===== src/rtl/vga_sync_gen.sv =====
// 640x480 VGA raster timing generator: hsync/vsync, data-enable and pixel coordinates from one pixel clock.
// Optional `VGA_SYNC_FRAME_CNT_EN adds an 8-bit frame counter output frame_cnt.

module vga_sync_gen_chk (
  input logic       clk,
  input logic       clr,
  input logic       hsync,
  input logic       de,
  input logic       frame_start,
  input logic [9:0] x,
  input logic [9:0] y
);

  // Sync pulses live in blanking, and the first pixel of a frame is always visible
  a_de_hsync: assert property (@(posedge clk) disable iff (clr) de |-> hsync);
  a_fs_de:    assert property (@(posedge clk) disable iff (clr) frame_start |-> de);
  a_xy_zero:  assert property (@(posedge clk) disable iff (clr) !de |-> (x == 10'd0 && y == 10'd0));

endmodule

module vga_sync_gen #(
  parameter int H_ACTIVE = 640,
  parameter int H_FP     = 16,
  parameter int H_SYNC   = 96,
  parameter int H_BP     = 48,
  parameter int V_ACTIVE = 480,
  parameter int V_FP     = 10,
  parameter int V_SYNC   = 2,
  parameter int V_BP     = 33
) (
  input  logic       clk,
  input  logic       clr,
  input  logic       start,
  output logic       hsync,
  output logic       vsync,
  output logic       de,
  output logic [9:0] x,
  output logic [9:0] y,
`ifdef VGA_SYNC_FRAME_CNT_EN
  output logic [7:0] frame_cnt,
`endif
  output logic       frame_start
);

  localparam int H_TOTAL = H_ACTIVE + H_FP + H_SYNC + H_BP;
  localparam int V_TOTAL = V_ACTIVE + V_FP + V_SYNC + V_BP;

  localparam logic [9:0] H_ACT_C  = 10'(H_ACTIVE);
  localparam logic [9:0] H_SB_C   = 10'(H_ACTIVE + H_FP);
  localparam logic [9:0] H_SE_C   = 10'(H_ACTIVE + H_FP + H_SYNC);
  localparam logic [9:0] H_LAST_C = 10'(H_TOTAL - 1);
  localparam logic [9:0] V_ACT_C  = 10'(V_ACTIVE);
  localparam logic [9:0] V_SB_C   = 10'(V_ACTIVE + V_FP);
  localparam logic [9:0] V_SE_C   = 10'(V_ACTIVE + V_FP + V_SYNC);
  localparam logic [9:0] V_LAST_C = 10'(V_TOTAL - 1);

  typedef enum logic {
    IDLE = 1'b0,
    RUN  = 1'b1
  } state_t;

  state_t     state_r;
  state_t     state_s;
  logic [9:0] h_r;
  logic [9:0] h_s;
  logic [9:0] v_r;
  logic [9:0] v_s;
  logic       run_s;
  logic       de_s;
  logic       fs_s;

  // State and raster counter registers; clr returns to IDLE immediately
  always_ff @(posedge clk or posedge clr) begin
    if (clr) begin
      state_r <= IDLE;
      h_r     <= 10'd0;
      v_r     <= 10'd0;
    end else begin
      state_r <= state_s;
      h_r     <= h_s;
      v_r     <= v_s;
    end
  end

  // Next-state and counter advance; start only matters at the frame wrap point
  always_comb begin
    state_s = state_r;
    h_s     = h_r;
    v_s     = v_r;
    case (state_r)
      IDLE: begin
        h_s = 10'd0;
        v_s = 10'd0;
        if (start) begin
          state_s = RUN;
        end else begin
          state_s = IDLE;
        end
      end
      RUN: begin
        if (h_r == H_LAST_C) begin
          h_s = 10'd0;
          if (v_r == V_LAST_C) begin
            v_s = 10'd0;
            if (start) begin
              state_s = RUN;
            end else begin
              state_s = IDLE;
            end
          end else begin
            v_s     = v_r + 10'd1;
            state_s = RUN;
          end
        end else begin
          h_s     = h_r + 10'd1;
          v_s     = v_r;
          state_s = RUN;
        end
      end
      default: begin
        state_s = IDLE;
        h_s     = 10'd0;
        v_s     = 10'd0;
      end
    endcase
  end

  // Output decode from registers only, so clr reaches the outputs without a clock
  always_comb begin
    run_s       = (state_r == RUN);
    de_s        = run_s && (h_r < H_ACT_C) && (v_r < V_ACT_C);
    fs_s        = run_s && (h_r == 10'd0) && (v_r == 10'd0);
    hsync       = !(run_s && (h_r >= H_SB_C) && (h_r < H_SE_C));
    vsync       = !(run_s && (v_r >= V_SB_C) && (v_r < V_SE_C));
    de          = de_s;
    frame_start = fs_s;
    if (de_s) begin
      x = h_r;
      y = v_r;
    end else begin
      x = 10'd0;
      y = 10'd0;
    end
  end

`ifdef VGA_SYNC_FRAME_CNT_EN
  logic [7:0] frame_cnt_r;

  // Frame counter advances on each frame_start and holds through IDLE
  always_ff @(posedge clk or posedge clr) begin
    if (clr) begin
      frame_cnt_r <= 8'd0;
    end else if (fs_s) begin
      frame_cnt_r <= frame_cnt_r + 8'd1;
    end else begin
      frame_cnt_r <= frame_cnt_r;
    end
  end

  assign frame_cnt = frame_cnt_r;
`endif

  vga_sync_gen_chk u_chk (
    .clk         (clk),
    .clr         (clr),
    .hsync       (hsync),
    .de          (de),
    .frame_start (fs_s),
    .x           (x),
    .y           (y)
  );

endmodule


===== config.mk =====
export PLATFORM = sky130hd
export DESIGN_NAME = vga_sync_gen
export DESIGN_NICKNAME = d
export VERILOG_FILES = /design/src/rtl/vga_sync_gen.sv
export SDC_FILE = /design/constraint.sdc
export NUM_CORES = 1
export LEC_CHECK = 0
export CORE_ASPECT_RATIO = 2
export CORE_MARGIN = 4
export CORE_UTILIZATION = 30
export CTS_CLUSTER_SIZE = 40
export DETAILED_ROUTE_END_ITERATION = 10
export RECOVER_POWER = 50
export REMOVE_ABC_BUFFERS = 1
export SETUP_SLACK_MARGIN = 0.4
export SYNTH_ARGS = -nofsm -noshare
export SYNTH_HDL_FRONTEND = slang
export SYNTH_SLANG_ARGS = --single-unit

===== constraint.sdc =====
create_clock -name clk -period 1.9 [get_ports clk]
set_clock_uncertainty 0.05 [all_clocks]
set_input_delay 0.57 -clock clk [delete_from_list [all_inputs] [get_ports clk]]
set_output_delay 0.57 -clock clk [all_outputs]
set_load 0.005 [all_outputs]

==> run metrics, run 1 <==
Reg-to-Reg Start=h_r[7]; Detail Route Antenna Nets=0; maxcap violations=0; hold path startpoint=h_r[0]; I/O Buffers=25; total I/O pin count=27; final net count=241; R2R cell count=6; final core occ=56.4%; Num CTS Buffers=3; synthesized area=0.00130 mm2; Critical Path Fanout Max=3; Crit. End Element=primary output; Skew-Pair Late Insertion Delay=0.27 ns; Tcrit/Tclk final=121%; min Tclk post-route=2.30 ns; Core Footprint=0.00417 mm2; Slowest Stage Delay on Critical Path=0.39 ns; number of DRC markers in iteration 0=16; Remaining Overflow, GRT=0; Post-Route WL=4360 um; YS warnings=0; vias in the first global route=1541; hold_buf cts=0; Max-slew headroom=63.8%; Top cell by count, worst path=buf_6; Root Buffer=clkbuf_8; Critical Path, Cell by Cell=and3_4, nand2_4, and4_4, buf_6, buf_6, buf_6, and2_4, buf_6; Row Count=33; Worst VDD drop=455 uV; WHS=0.548 ns; fin. max-slew vios=0; clk sinks=21; Syn Area/Cell=8.75 um2; via count=1433; worst reg2reg path endpoint=v_r[9]; Initial Util=31.3%; gate count of the mapped netlist=149; status=finished, violations left; area grow syn2layout=80.4%; Hold Path Sink=h_r[0]; Cells on Worst Hold Path=2; Worst Setup Start Kind=register; Die H=101 um; GRT Overall Usage=17.6%; RePlAce Congestion=0.899; final hold vios=0; critical path class=reg2out; clock slew at reported path FFs=0.08 ns; initial antenna violation count=0; first-pass GRT wire length=7070 um; # DRC=0; Vias/cell=5.03; Critical Path RT=1.28 ns; DP HPWL=2880 um; Post-synth EDFFs=0; register area share after synthesis=40.3%; Pre-antenna DRT Iters=4; post-synthesis async set-or-reset flop share=100%; layout cells sized above 1=55.4%; unrepaired setup endpoints after global routing=yes; crit path DAT=1.68 ns; CP max-delay cell=dfrtp_1; pwr/cell area=325 mW/mm2; # fillers=360; Synth Register Bits=21; Diodes inserted=0; fmax=434 MHz; Post-synth top flop=dfrtp_1; final setup fails=25; actual slew at the worst max-slew pin=0.543 ns; setup ws final=-0.402 ns; Wirelength per Cell=15.3 um; CTS tree=done; violated checks=negative setup slack; Die Footprint=0.00553 mm2; # H-tree levels=1; Cell variety after synth=35; Clock Tree Buf Depth=2; largest net degree at the start of global routing=22; Chip Width=54.6 um; P_leak=1.10 nW; reg2reg setup slack=-0.05 ns; worst hold-check path type=reg2reg
[per-layer routing]
metal  vias up  wire (um)  track usage [%]
met5         -          0                0
met4         0        234             12.1
met3        15        129             2.36
met2        33       2570             32.4
met1       697       1430             16.2
li1        688          -                -
[kinds of logic after synthesis]
group	synth area share (%)
xor gates and xnor gates	6.05
and+or+nand+nor	34.3
adders and majority gates	3.84
buffers and inverters	4.99
DFF	40.3
AOI/OAI and AO/OA	10.3
other	0.288
[how the worst max path moves through the flow]
stage                       from          end  slack (ns)  depth (start not counted)
after CTS                 v_r[5]         y[3]       -0.38                          8
after detailed placement  v_r[7]         x[1]       -0.48                          6
after global placement    v_r[5]  frame_start       -0.44                          5
after global routing      v_r[5]         y[3]       -0.45                          8
final                     v_r[5]         y[3]       -0.40                          8
after floorplan           v_r[7]         x[0]        0.03                          4
[Yosys cell counts (2+ instances only)]
master     n  area [um2]
nand3_1    5        25.0
or3_1      6        37.5
nand2_1    7        26.3
clkbuf_1   2        7.51
nand4_1    9        56.3
ha_1       4        50.1
and4_1     2        17.5
inv_1      9        33.8
xor2_1     5        43.8
xnor2_1    4        35.0
nor2_1    12        45.0
and2_1    21         131
or4_1      2        15.0
dfrtp_1   21         526
o31a_1     2        17.5
a21oi_1    8        40.0
o21ai_0    9        45.0
nor3_1     3        15.0
and3_1     2        12.5
[critical path: cells and delay by family (launching register included)]
family | cells | cell delay [ns]
and+or+nand+nor | 4 | 0.65
DFF | 1 | 0.39
buffers and inverters | 4 | 0.38
[metrics by stage]
stage / setup TNS, ns / instance area, um2 / power, mW / cells / setup slack [ns]
finish: -6.97 / 2350 / 0.764 / 285 / -0.402
global route: -8.61 / 2350 / 0.795 / 285 / -0.446
CTS: -6.60 / 2230 / 0.768 / 281 / -0.383
detailed placement: -10.33 / 1820 / 0.471 / 252 / -0.476
global placement: -9.16 / 1820 / 0.471 / 252 / -0.440
floorplan: 0 / 1270 / 0.463 / 144 / 0.0260
[what timing repair did]
| item | in CTS | in global routing |
|---|---|---|
| cloned | 2 | 0 |
| setup buffers | 23 | 4 |
| resized for setup | 161 | 23 |
| pin swaps | 30 | 5 |
| endpoints found under the setup margin | 40 | 40 |
[cell type report]
cell class | instances | area (um2) | share of cell area [%]
multi-input cells | 115 | 920 | 39.1
repair buffers | 84 | 761 | 32.3
flip-flops and latches | 21 | 526 | 22.3
well taps | 52 | 65.1 | 2.77
clock buffers | 4 | 45.0 | 1.91
inverters | 9 | 36.3 | 1.54
[layout by cell type, fill, tap and decap left out, types with 2 or more instances in the layout]
cell type and count:
buf_6 38, buf_4 37, dfrtp_1 21, and2_4 16, nor2_1 11, nand4_1 9, inv_1 8, o21ai_0 7
a21oi_2 6, buf_2 6, and2_1 5, nand2_1 5, xor2_1 5, or3_1 4, xnor2_1 4, nand3_1 4
or3_4 3, o31a_1 3, ha_1 3, clkbuf_8 3, nor3_4 2, nand2_4 2, or4_1 2, a21oi_1 2
and4_4 2
[report_power, final]
part	internal, mW	switching [mW]
logic	0.00488	0.00998
clock network	0.150	0.153
registers	0.446	0
[sequential cells by signal, indices dropped and copies added, names as in the netlist]
signal	count
run_s	1
v_r	10
h_r	10
(Power assumes the default switching activity.)
==> run 2, diff against run 1 <==
MAX_ROUTING_LAYER = met4   (was unset)
==> run metrics, run 2 (same netlist as run 1, synthesis figures left out) <==
violated checks=negative setup slack (unchanged); GRT Overall Usage=18.1% (was 17.6%); final hold vios=0 (unchanged); worst hold-check path type=reg2reg (unchanged); area grow syn2layout=81.3% (was 80.4%); largest net degree at the start of global routing=22 (unchanged); fin. max-slew vios=0 (unchanged); final net count=241 (unchanged); Core Footprint=0.00417 mm2 (unchanged); layout cells sized above 1=55.8% (was 55.4%); WHS=0.549 ns (was 0.548 ns); Die Footprint=0.00553 mm2 (unchanged); sw power=0.164 mW (was 0.163 mW); Wirelength per Cell=15.4 um (was 15.3 um); # DRC=0 (unchanged); initial antenna violation count=0 (unchanged); # fillers=362 (was 360); internal power=0.601 mW (about the same); maxcap violations=0 (unchanged); fmax=434 MHz (about the same); P_leak=1.10 nW (about the same); status=finished, violations left (unchanged); Crit. End Element=primary output (unchanged); crit path DAT=1.68 ns (about the same); Chip Width=54.6 um (unchanged); commonest non-fill, non-tap cell in the layout=buf_6 (unchanged); CTS tree=done (unchanged); # H-tree levels=1 (unchanged); vias in the first global route=1540 (was 1541); I/O Buffers=25 (unchanged); clock network fraction of total power=39.7% (was 39.6%); unrepaired setup endpoints after global routing=yes (unchanged); clk sinks=21 (unchanged); Post-Route WL=4390 um (was 4360 um); final setup fails=25 (unchanged); critical path class=reg2out (unchanged); most frequent cells in the layout=buf_6, buf_4, dfrtp_1 (unchanged); sw frac=21.5% (was 21.3%); Root Buffer=clkbuf_8 (unchanged); actual slew at the worst max-slew pin=0.556 ns (was 0.543 ns); via count=1455 (was 1433); Detail Route Antenna Nets=0 (unchanged); Seq pwr share=58.3% (was 58.4%); pwr/cell area=324 mW/mm2 (was 325 mW/mm2); Initial Util=31.3% (unchanged); number of DRC markers in iteration 0=19 (was 16); clock slew at reported path FFs=0.08 ns (about the same); Worst VDD drop=428 uV (was 455 uV); total I/O pin count=27 (unchanged); Num CTS Buffers=3 (unchanged); Comb power frac=2.0% (was 1.9%); first-pass GRT wire length=7090 um (was 7070 um); Vias/cell=5.11 (was 5.03); Critical Path RT=1.28 ns (about the same); setup ws final=-0.404 ns (was -0.402 ns); Clock Tree Buf Depth=2 (unchanged); Row Count=33 (unchanged); RePlAce Congestion=0.914 (was 0.899); min Tclk post-route=2.30 ns (about the same); Max-slew headroom=62.9% (was 63.8%); Critical Path Fanout Max=3 (unchanged); Skew-Pair Late Insertion Delay=0.27 ns (about the same); hold_buf cts=0 (unchanged); DP HPWL=2880 um (unchanged); Tcrit/Tclk final=121% (about the same); Pre-antenna DRT Iters=5 (was 4); Die H=101 um (unchanged); Remaining Overflow, GRT=0 (unchanged); Worst Setup Start Kind=register (unchanged); Diodes inserted=0 (unchanged); Pwr Total=0.766 mW (was 0.764 mW)
-- run 2: cell count changes in the layout (fill, tap and decap cells not counted) --
cell	change
nand2_8	+1
nand2_4	-1
nor2_1	-1
nor2_2	+1
-- run 2: power by group through the flow --
stage / sequential, mW / combinational, mW / clock [mW]
after floorplan: 0.455 / 0.00741 / 0
after global placement: 0.455 / 0.0158 / 0
after detailed placement: 0.455 / 0.0160 / 0
after CTS: 0.446 / 0.0160 / 0.306
after global routing: 0.447 / 0.0178 / 0.332
final: 0.446 / 0.0151 / 0.304
-- run 2: per-stage QoR --
step	TNS, ns	utilization, %	setup WS (ns)	cells	cell area [um2]
2_1_floorplan	0	-	0.0260	144	1270
5_1_grt	-8.55	56.7	-0.447	285	2360
4_1_cts	-6.60	53.4	-0.383	281	2230
6_report	-7.06	56.7	-0.404	285	2360
3_5_place_dp	-10.33	43.7	-0.476	252	1820
3_3_place_gp	-9.16	43.7	-0.440	252	1820
-- run 2: final cells by class --
type	count	area (um2)	area share, %
repair buffers	84	761	32.2
flip-flops and latches	21	526	22.2
well taps	52	65.1	2.75
multi-input cells	115	931	39.4
inverters	9	36.3	1.54
clock buffers	4	45.0	1.91
-- run 2: worst max-delay path, cell delays in order (launching register included) --
cell,delay (ns)
dfrtp_1,0.39
and3_4,0.22
nand2_4,0.06
and4_4,0.18
buf_6,0.12
buf_6,0.12
buf_6,0.11
and2_4,0.13
buf_6,0.10
-- run 2: routing by layer --
layer | GRT usage [%] | vias up | part of all wire [%]
li1 | - | 691 | -
met1 | 16.7 | 708 | 33
met2 | 32.4 | 37 | 59
met3 | 1.91 | 19 | 3.1
met4 | 12.1 | 0 | 5.7
met5 | - | - | 0
-- run 2: timing repair --
action / in CTS / in global routing
pin swaps: 30 / 5
setup buffers: 23 / 4
gates resized for setup: 161 / 25
cloned: 2 / 0
setup endpoints to repair: 40 / 40
-- run 2: path summary, 6_finish.rpt --
| kind | from | to | slack [ns] | cells after the start |
|---|---|---|---|---|
| worst max-delay path | v_r[7] | y[3] | -0.40 | 8 |
| worst min-delay path | v_r[9] | v_r[9] | 0.55 | 2 |
| worst max register to register | h_r[7] | v_r[9] | -0.05 | 6 |
| worst min register to register | v_r[9] | v_r[9] | 0.55 | 2 |
| max in group asynchronous | clr | v_r[6] | 0.61 | 3 |
| min in group asynchronous | clr | v_r[2] | 0.83 | 3 |
